$ cat config.mk
export PLATFORM = sky130hd
export DESIGN_NAME = gate_seq_flat
export DESIGN_NICKNAME = d
export VERILOG_FILES = /design/src/rtl/gate_seq_pkg.sv /design/src/rtl/gate_seq_if.sv /design/src/rtl/gate_seq_hold_timer.sv /design/src/rtl/gate_seq.sv /design/src/flat_wrapper.sv
export SDC_FILE = /design/constraint.sdc
export NUM_CORES = 1
export LEC_CHECK = 0
export ABC_CLOCK_PERIOD_IN_PS = 4000
export CORE_MARGIN = 2
export CORE_UTILIZATION = 30
export DETAILED_ROUTE_END_ITERATION = 6
export PLACE_DENSITY_LB_ADDON = 0.08
export SETUP_SLACK_MARGIN = 0.5
export SLEW_MARGIN = 10
export SYNTH_ARGS = -nofsm -noshare
export SYNTH_HDL_FRONTEND = slang
export SYNTH_SLANG_ARGS = --single-unit
$ cat constraint.sdc
create_clock -name clk -period 4 [get_ports clk]
set_clock_uncertainty 0.1 [all_clocks]
set_input_delay 0.6 -clock clk [delete_from_list [all_inputs] [get_ports clk]]
set_output_delay 0.6 -clock clk [all_outputs]
set_load 0.02 [all_outputs]
$ cat src/rtl/gate_seq_pkg.sv
// gate_seq shared types and constants.
// Holds FSM encoding, combo count and standard gate truth tables.
package gate_seq_pkg;

  typedef enum logic [1:0] {
    ST_IDLE = 2'd0,
    ST_RUN  = 2'd1,
    ST_DONE = 2'd2
  } state_e;

  localparam int NUM_COMBOS = 4;

  localparam logic [3:0] TT_AND  = 4'b1000;
  localparam logic [3:0] TT_OR   = 4'b1110;
  localparam logic [3:0] TT_XOR  = 4'b0110;
  localparam logic [3:0] TT_NAND = 4'b0111;

  function automatic int cnt_w(input int h);
    return (h <= 1) ? 1 : $clog2(h);
  endfunction

endpackage

$ cat src/rtl/gate_seq_if.sv
// gate_seq bus: start request, gate drive/sense, result outputs.
// master = sequencer side, slave = board/gate side.
interface gate_seq_if
  import gate_seq_pkg::*;
();

  logic                  start;
  logic                  x0;
  logic                  x1;
  logic                  z0;
  logic                  busy;
  logic                  done;
  logic                  pass;
  logic [NUM_COMBOS-1:0] tt;
  logic [NUM_COMBOS-1:0] fail_mask;

  modport master (
    input  start,
    input  z0,
    output x0,
    output x1,
    output busy,
    output done,
    output pass,
    output tt,
    output fail_mask
  );

  modport slave (
    output start,
    output z0,
    input  x0,
    input  x1,
    input  busy,
    input  done,
    input  pass,
    input  tt,
    input  fail_mask
  );

endinterface

$ cat src/rtl/gate_seq_hold_timer.sv
// hold_timer: counts HOLD_CYCLES per combination.
// tick marks the last cycle of a hold window.
module hold_timer
  import gate_seq_pkg::*;
#(
  parameter int HOLD_CYCLES = 4
) (
  input  logic clk,
  input  logic rst_n,
  input  logic clr,
  input  logic en,
  output logic tick
);

  localparam int W = cnt_w(HOLD_CYCLES);
  localparam logic [W-1:0] LAST = W'(HOLD_CYCLES - 1);

  logic [W-1:0] cnt_q;
  logic [W-1:0] cnt_d;

  assign tick = en && (cnt_q == LAST);

  always_comb begin
    cnt_d = cnt_q;
    if (clr) begin
      cnt_d = '0;
    end else if (en) begin
      cnt_d = tick ? '0 : cnt_q + 1'b1;
    end
  end

  always_ff @(posedge clk) begin
    if (!rst_n) begin
      cnt_q <= '0;
    end else begin
      cnt_q <= cnt_d;
    end
  end

endmodule

$ cat src/rtl/gate_seq.sv
// gate_seq: drives 4 input combos into a 2-input gate, checks z0.
// Define GATE_SEQ_AUTORUN_EN to run continuously without start.
module gate_seq
  import gate_seq_pkg::*;
#(
  parameter int         HOLD_CYCLES = 4,
  parameter logic [3:0] EXPECTED    = TT_XOR
) (
  input  logic      clk,
  input  logic      rst_n,
  gate_seq_if.master bus
);

  state_e     state_q, state_d;
  logic [1:0] idx_q, idx_d;
  logic [3:0] tt_q, tt_d;
  logic [3:0] fm_q, fm_d;
  logic       busy_q, busy_d;
  logic       done_q, done_d;
  logic       pass_q, pass_d;
  logic [3:0] tt_next;
  logic       clr;
  logic       en;
  logic       tick;
  logic       start_eff;

`ifdef GATE_SEQ_AUTORUN_EN
  assign start_eff = 1'b1;
`else
  assign start_eff = bus.start;
`endif

  hold_timer #(
    .HOLD_CYCLES(HOLD_CYCLES)
  ) u_timer (
    .clk  (clk),
    .rst_n(rst_n),
    .clr  (clr),
    .en   (en),
    .tick (tick)
  );

  always_comb begin
    state_d = state_q;
    idx_d   = idx_q;
    tt_d    = tt_q;
    fm_d    = fm_q;
    busy_d  = busy_q;
    done_d  = done_q;
    pass_d  = pass_q;
    clr     = 1'b0;
    en      = 1'b0;
    tt_next = tt_q;
    tt_next[idx_q] = bus.z0;
    case (state_q)
      ST_IDLE: begin
        if (start_eff) begin
          state_d = ST_RUN;
          idx_d   = 2'd0;
          busy_d  = 1'b1;
          tt_d    = 4'b0000;
          clr     = 1'b1;
        end
      end
      ST_RUN: begin
        en = 1'b1;
        if (tick) begin
          tt_d = tt_next;
          if (idx_q == 2'd3) begin
            state_d = ST_DONE;
            busy_d  = 1'b0;
            done_d  = 1'b1;
            pass_d  = (tt_next == EXPECTED);
            fm_d    = tt_next ^ EXPECTED;
          end else begin
            idx_d = idx_q + 2'd1;
          end
        end
      end
      ST_DONE: begin
        state_d = ST_IDLE;
        done_d  = 1'b0;
      end
      default: begin
        state_d = ST_IDLE;
        busy_d  = 1'b0;
        done_d  = 1'b0;
      end
    endcase
  end

  always_ff @(posedge clk) begin
    if (!rst_n) begin
      state_q <= ST_IDLE;
      idx_q   <= 2'd0;
      tt_q    <= 4'b0000;
      fm_q    <= 4'b0000;
      busy_q  <= 1'b0;
      done_q  <= 1'b0;
      pass_q  <= 1'b0;
    end else begin
      state_q <= state_d;
      idx_q   <= idx_d;
      tt_q    <= tt_d;
      fm_q    <= fm_d;
      busy_q  <= busy_d;
      done_q  <= done_d;
      pass_q  <= pass_d;
    end
  end

  // gate inputs come straight from registers to stay glitch-free
  assign bus.x0        = busy_q & idx_q[1];
  assign bus.x1        = busy_q & idx_q[0];
  assign bus.busy      = busy_q;
  assign bus.done      = done_q;
  assign bus.pass      = pass_q;
  assign bus.tt        = tt_q;
  assign bus.fail_mask = fm_q;

endmodule
$ cat src/flat_wrapper.sv
// flat-port wrapper written by rule: the top's interface ports become plain ports
module gate_seq_flat import gate_seq_pkg::*;
#(
  parameter int         HOLD_CYCLES = 4,
  parameter logic [3:0] EXPECTED    = TT_XOR
)
  (clk, rst_n, bus_start, bus_z0, bus_x0, bus_x1, bus_busy, bus_done, bus_pass, bus_tt, bus_fail_mask);
  gate_seq_if bus_i ();
  input  logic clk;
  input  logic rst_n;
  input wire logic [$bits(bus_i.start)-1:0] bus_start;
  input wire logic [$bits(bus_i.z0)-1:0] bus_z0;
  output wire logic [$bits(bus_i.x0)-1:0] bus_x0;
  output wire logic [$bits(bus_i.x1)-1:0] bus_x1;
  output wire logic [$bits(bus_i.busy)-1:0] bus_busy;
  output wire logic [$bits(bus_i.done)-1:0] bus_done;
  output wire logic [$bits(bus_i.pass)-1:0] bus_pass;
  output wire logic [$bits(bus_i.tt)-1:0] bus_tt;
  output wire logic [$bits(bus_i.fail_mask)-1:0] bus_fail_mask;
  assign bus_i.start = bus_start;
  assign bus_i.z0 = bus_z0;
  assign bus_x0 = bus_i.x0;
  assign bus_x1 = bus_i.x1;
  assign bus_busy = bus_i.busy;
  assign bus_done = bus_i.done;
  assign bus_pass = bus_i.pass;
  assign bus_tt = bus_i.tt;
  assign bus_fail_mask = bus_i.fail_mask;
  gate_seq #(.HOLD_CYCLES(HOLD_CYCLES), .EXPECTED(EXPECTED)) u_core (.clk(clk), .rst_n(rst_n), .bus(bus_i));
endmodule
==> impl_metrics.py <==
metrics = {
    "status": {
        "status": "finished clean",
    },
    "setup_path": {
        "reg2regPathDepth": 4,
        "crit_start": "u_core.idx_q[0]",
        "r2r_slack_ns": 2.31,
        "crit_fanout": 5,
        "r2r-end": "u_core.bus.fail_mask[1]",
        "crit_end": "bus_x1",
        "arrival_ns": 1.46,
        "critPathLaunchType": "flop",
        "critPathCaptureType": "primary output",
        "max_stage_delay_ns": 0.59,
        "path_class": "flop to primary output",
        "required_ns": 3.30,
        "cp_slowest_cell": "clkdlybuf4s50_1",
        "crit_chain": "and2_1 > clkdlybuf4s50_1",
        "worstReg2RegStart": "u_core.idx_q[0]",
    },
    "synth": {
        "synth.area.top_cells": "dfxtp_1 (38%), mux2i_1 (10%), ha_1 (7.0%)",
        "synth_fp_nets": 103,
        "netlist_instances": 94,
        "netlist_top_cells_count": "dfxtp_1 (17), inv_1 (9), mux2i_1 (9)",
        "synth_most_common_cell": "dfxtp_1",
        "synth.top_cell.area_share_pct": 38.1,
        "yosysSeqAreaShare_pct": 38.1,
        "async_reset_ff_share_pct": 0,
        "synth_ff_type": "dfxtp_1",
        "synth_cell_types": 31,
        "ys_ff_latch": 17,
        "synth.cell_area_um2": 892,
        "synth_enable_flop_cells": 0,
        "synth_warnings": 0,
        "synth_top_cell_by_area": "dfxtp_1",
        "syn_avg_cell_area_um2": 9.49,
    },
    "clock_network": {
        "cts_tree": "done",
        "cts_root_buffer": "clkbuf_4",
        "cts_resized": 0,
        "cts_buffers": 3,
        "clockBufferDepth": 2,
        "clk_pin_slew_ns": 0.10,
        "clock_sinks": 17,
        "hold_buffers": 0,
        "htree_levels": 1,
        "post-cts-setup-buffers": 0,
        "clk_latency_ns": 0.29,
    },
    "drt": {
        "wl_um": 1970,
        "initialDrtViolationCount": 20,
        "wl_per_cell_um": 14.1,
        "route.met3.wl_um": 97,
        "dr_total_vias": 731,
        "highest_layer": "met4",
        "ant_nets": 0,
        "met2_length_um": 855,
        "vias_per_cell": 5.22,
        "firstDrtPassIters": 4,
        "route.detailed.drc": 0,
        "wl_met1_um": 1010,
    },
    "final_layout": {
        "nets": 119,
        "antenna_cells": 0,
        "fill_cells": 285,
        "utilization_pct": 38.7,
        "layout-drive-gt1-share_pct": 7.34,
        "final_cell_count_no_fill": 140,
        "area_growth_pct": 20.8,
    },
    "pwr": {
        "powerDensity_nw_per_um2": 284,
        "p_total_uw": 306,
        "p_leak_uw": 0.000403,
        "vdd_drop_max_uv": 254,
    },
    "placement": {
        "finalWeightedCongestion": 0.775,
        "io_buffer_count": 16,
        "dp_hpwl_um": 1440,
        "dp_cells": 136,
    },
    "floorplanning": {
        "initial_core_util_pct": 32.1,
        "die_area_um2": 3430,
        "ios": 17,
        "coreArea_um2": 2780,
        "die_y_um": 58.5,
        "placementRows": 19,
        "die_w_um": 58.5,
    },
    "global_routing": {
        "grt_max_degree": 14,
        "antenna_found_initial": 0,
        "grt_pass1_wl_um": 3410,
        "grt_pass1_vias": 724,
        "grt_util_all_layers_pct": 13.2,
        "overflow": 0,
    },
    "timing": {
        "fin_crit_sh_pct": 54.0,
        "worstMarginPinSlew_ns": 0.445,
        "setup_tns_ns": 0,
        "relSlewSlack_pct": 70.2,
        "final_hold_viol_count": 0,
        "rsz0062_at_grt": "false",
        "fmax_mhz": 463,
        "min_period_ns": 2.16,
        "setup_viol": 0,
        "drv_slew": 0,
    },
    "hold_path": {
        "hold_class": "flop to flop",
    },
    "run": {
        "max_cap_viol_count": 0,
    },
}
[cell usage in the layout, fill, tap and decap left out]
cell type,synthesis,final
a311oi_1,1,1
a211oi_2,1,1
nor2_1,8,8
a22oi_1,2,2
and4b_1,1,1
clkbuf_4,1,3
nand3b_1,2,2
o41ai_2,1,1
a21o_1,1,1
and2_1,2,2
nor3_1,1,1
o2bb2ai_1,2,2
clkdlybuf4s50_1,0,16
nand2_4,1,1
nand2b_1,2,2
o21bai_1,1,1
inv_1,9,9
mux2i_1,9,9
clkinv_2,0,1
nand2_1,6,6
o32ai_1,4,4
a21oi_1,3,3
dfxtp_1,17,17
a21bo_2,1,1
ha_1,5,5
a211oi_1,4,4
nand4_1,1,1
nand3_1,2,2
and2b_1,1,1
a31oi_1,1,1
[worst min path at each step]
stage,startpoint,to,slack [ns],depth (start not counted)
global route,u_core.bus.tt[3],u_core.bus.tt[3],0.44,2
global placement,u_core.bus.done,u_core.bus.done,0.38,2
detailed placement,u_core.bus.tt[3],u_core.bus.tt[3],0.38,2
floorplan,u_core.idx_q[1],u_core.idx_q[1],0.38,2
CTS,u_core.bus.tt[3],u_core.bus.tt[3],0.40,2
finish,u_core.bus.tt[3],u_core.bus.tt[3],0.40,2
[final cells by class]
class	count	area, µm²	area share [%]
clock buffers	3	22.5	2.09
clock inverters	1	5.00	0.465
inverters	9	33.8	3.14
multi-input cells	63	477	44.3
flip-flops and latches	17	340	31.6
well taps	31	38.8	3.60
repair buffers	16	160	14.9
[cell families (layout without fill, tap and decap cells)]
group                    after synthesis  in the layout  share of synthesized area, %
AND/OR/NAND/NOR                       27             27                          16.0
AO/OA/AOI/OAI                         22             22                          20.3
flip-flops                            17             17                          38.1
buffers and inverters                 14             29                          8.41
multiplexers                           9              9                          10.1
adder cells (fa/ha/maj)                5              5                          7.01
[power by group]
group          switching (µW)  total (µW)  internal, µW
logic                    18.9        34.6          15.7
clock network            57.0        94.3          37.2
registers                4.76         177           173
total                    80.7         306           226
[stage by stage]
stage	instance area, µm²	worst slack, ns	hold slack [ns]
2_1_floorplan	892	2.58	0.375
3_3_place_gp	1050	1.83	0.380
3_5_place_dp	1050	1.78	0.382
4_1_cts	1080	1.81	0.397
5_1_grt	1080	1.78	0.439
6_report	1080	1.84	0.395
[critical path: cells and delay by family (launching register included)]
family / cells / cell delay [ns]
DFF: 1 / 0.42
buffers and inverters: 1 / 0.59
and+or+nand+nor: 1 / 0.15
[layer usage]
layer	vias up	GRT usage, %
met5	-	0
met4	0	2.99
met3	2	5.27
met2	12	19.4
met1	350	18.2
li1	367	-
[flip-flops by register name, indices dropped and copies added (netlist names)]
name and flops:
u_core.bus.busy 1, u_core.bus.done 1, u_core.bus.fail_mask 4, u_core.bus.pass 1
u_core.bus.tt 4, u_core.idx_q 2, u_core.state_q 2, u_core.u_timer.cnt_q 2
Note: power is estimated with default switching activity, not from simulation.
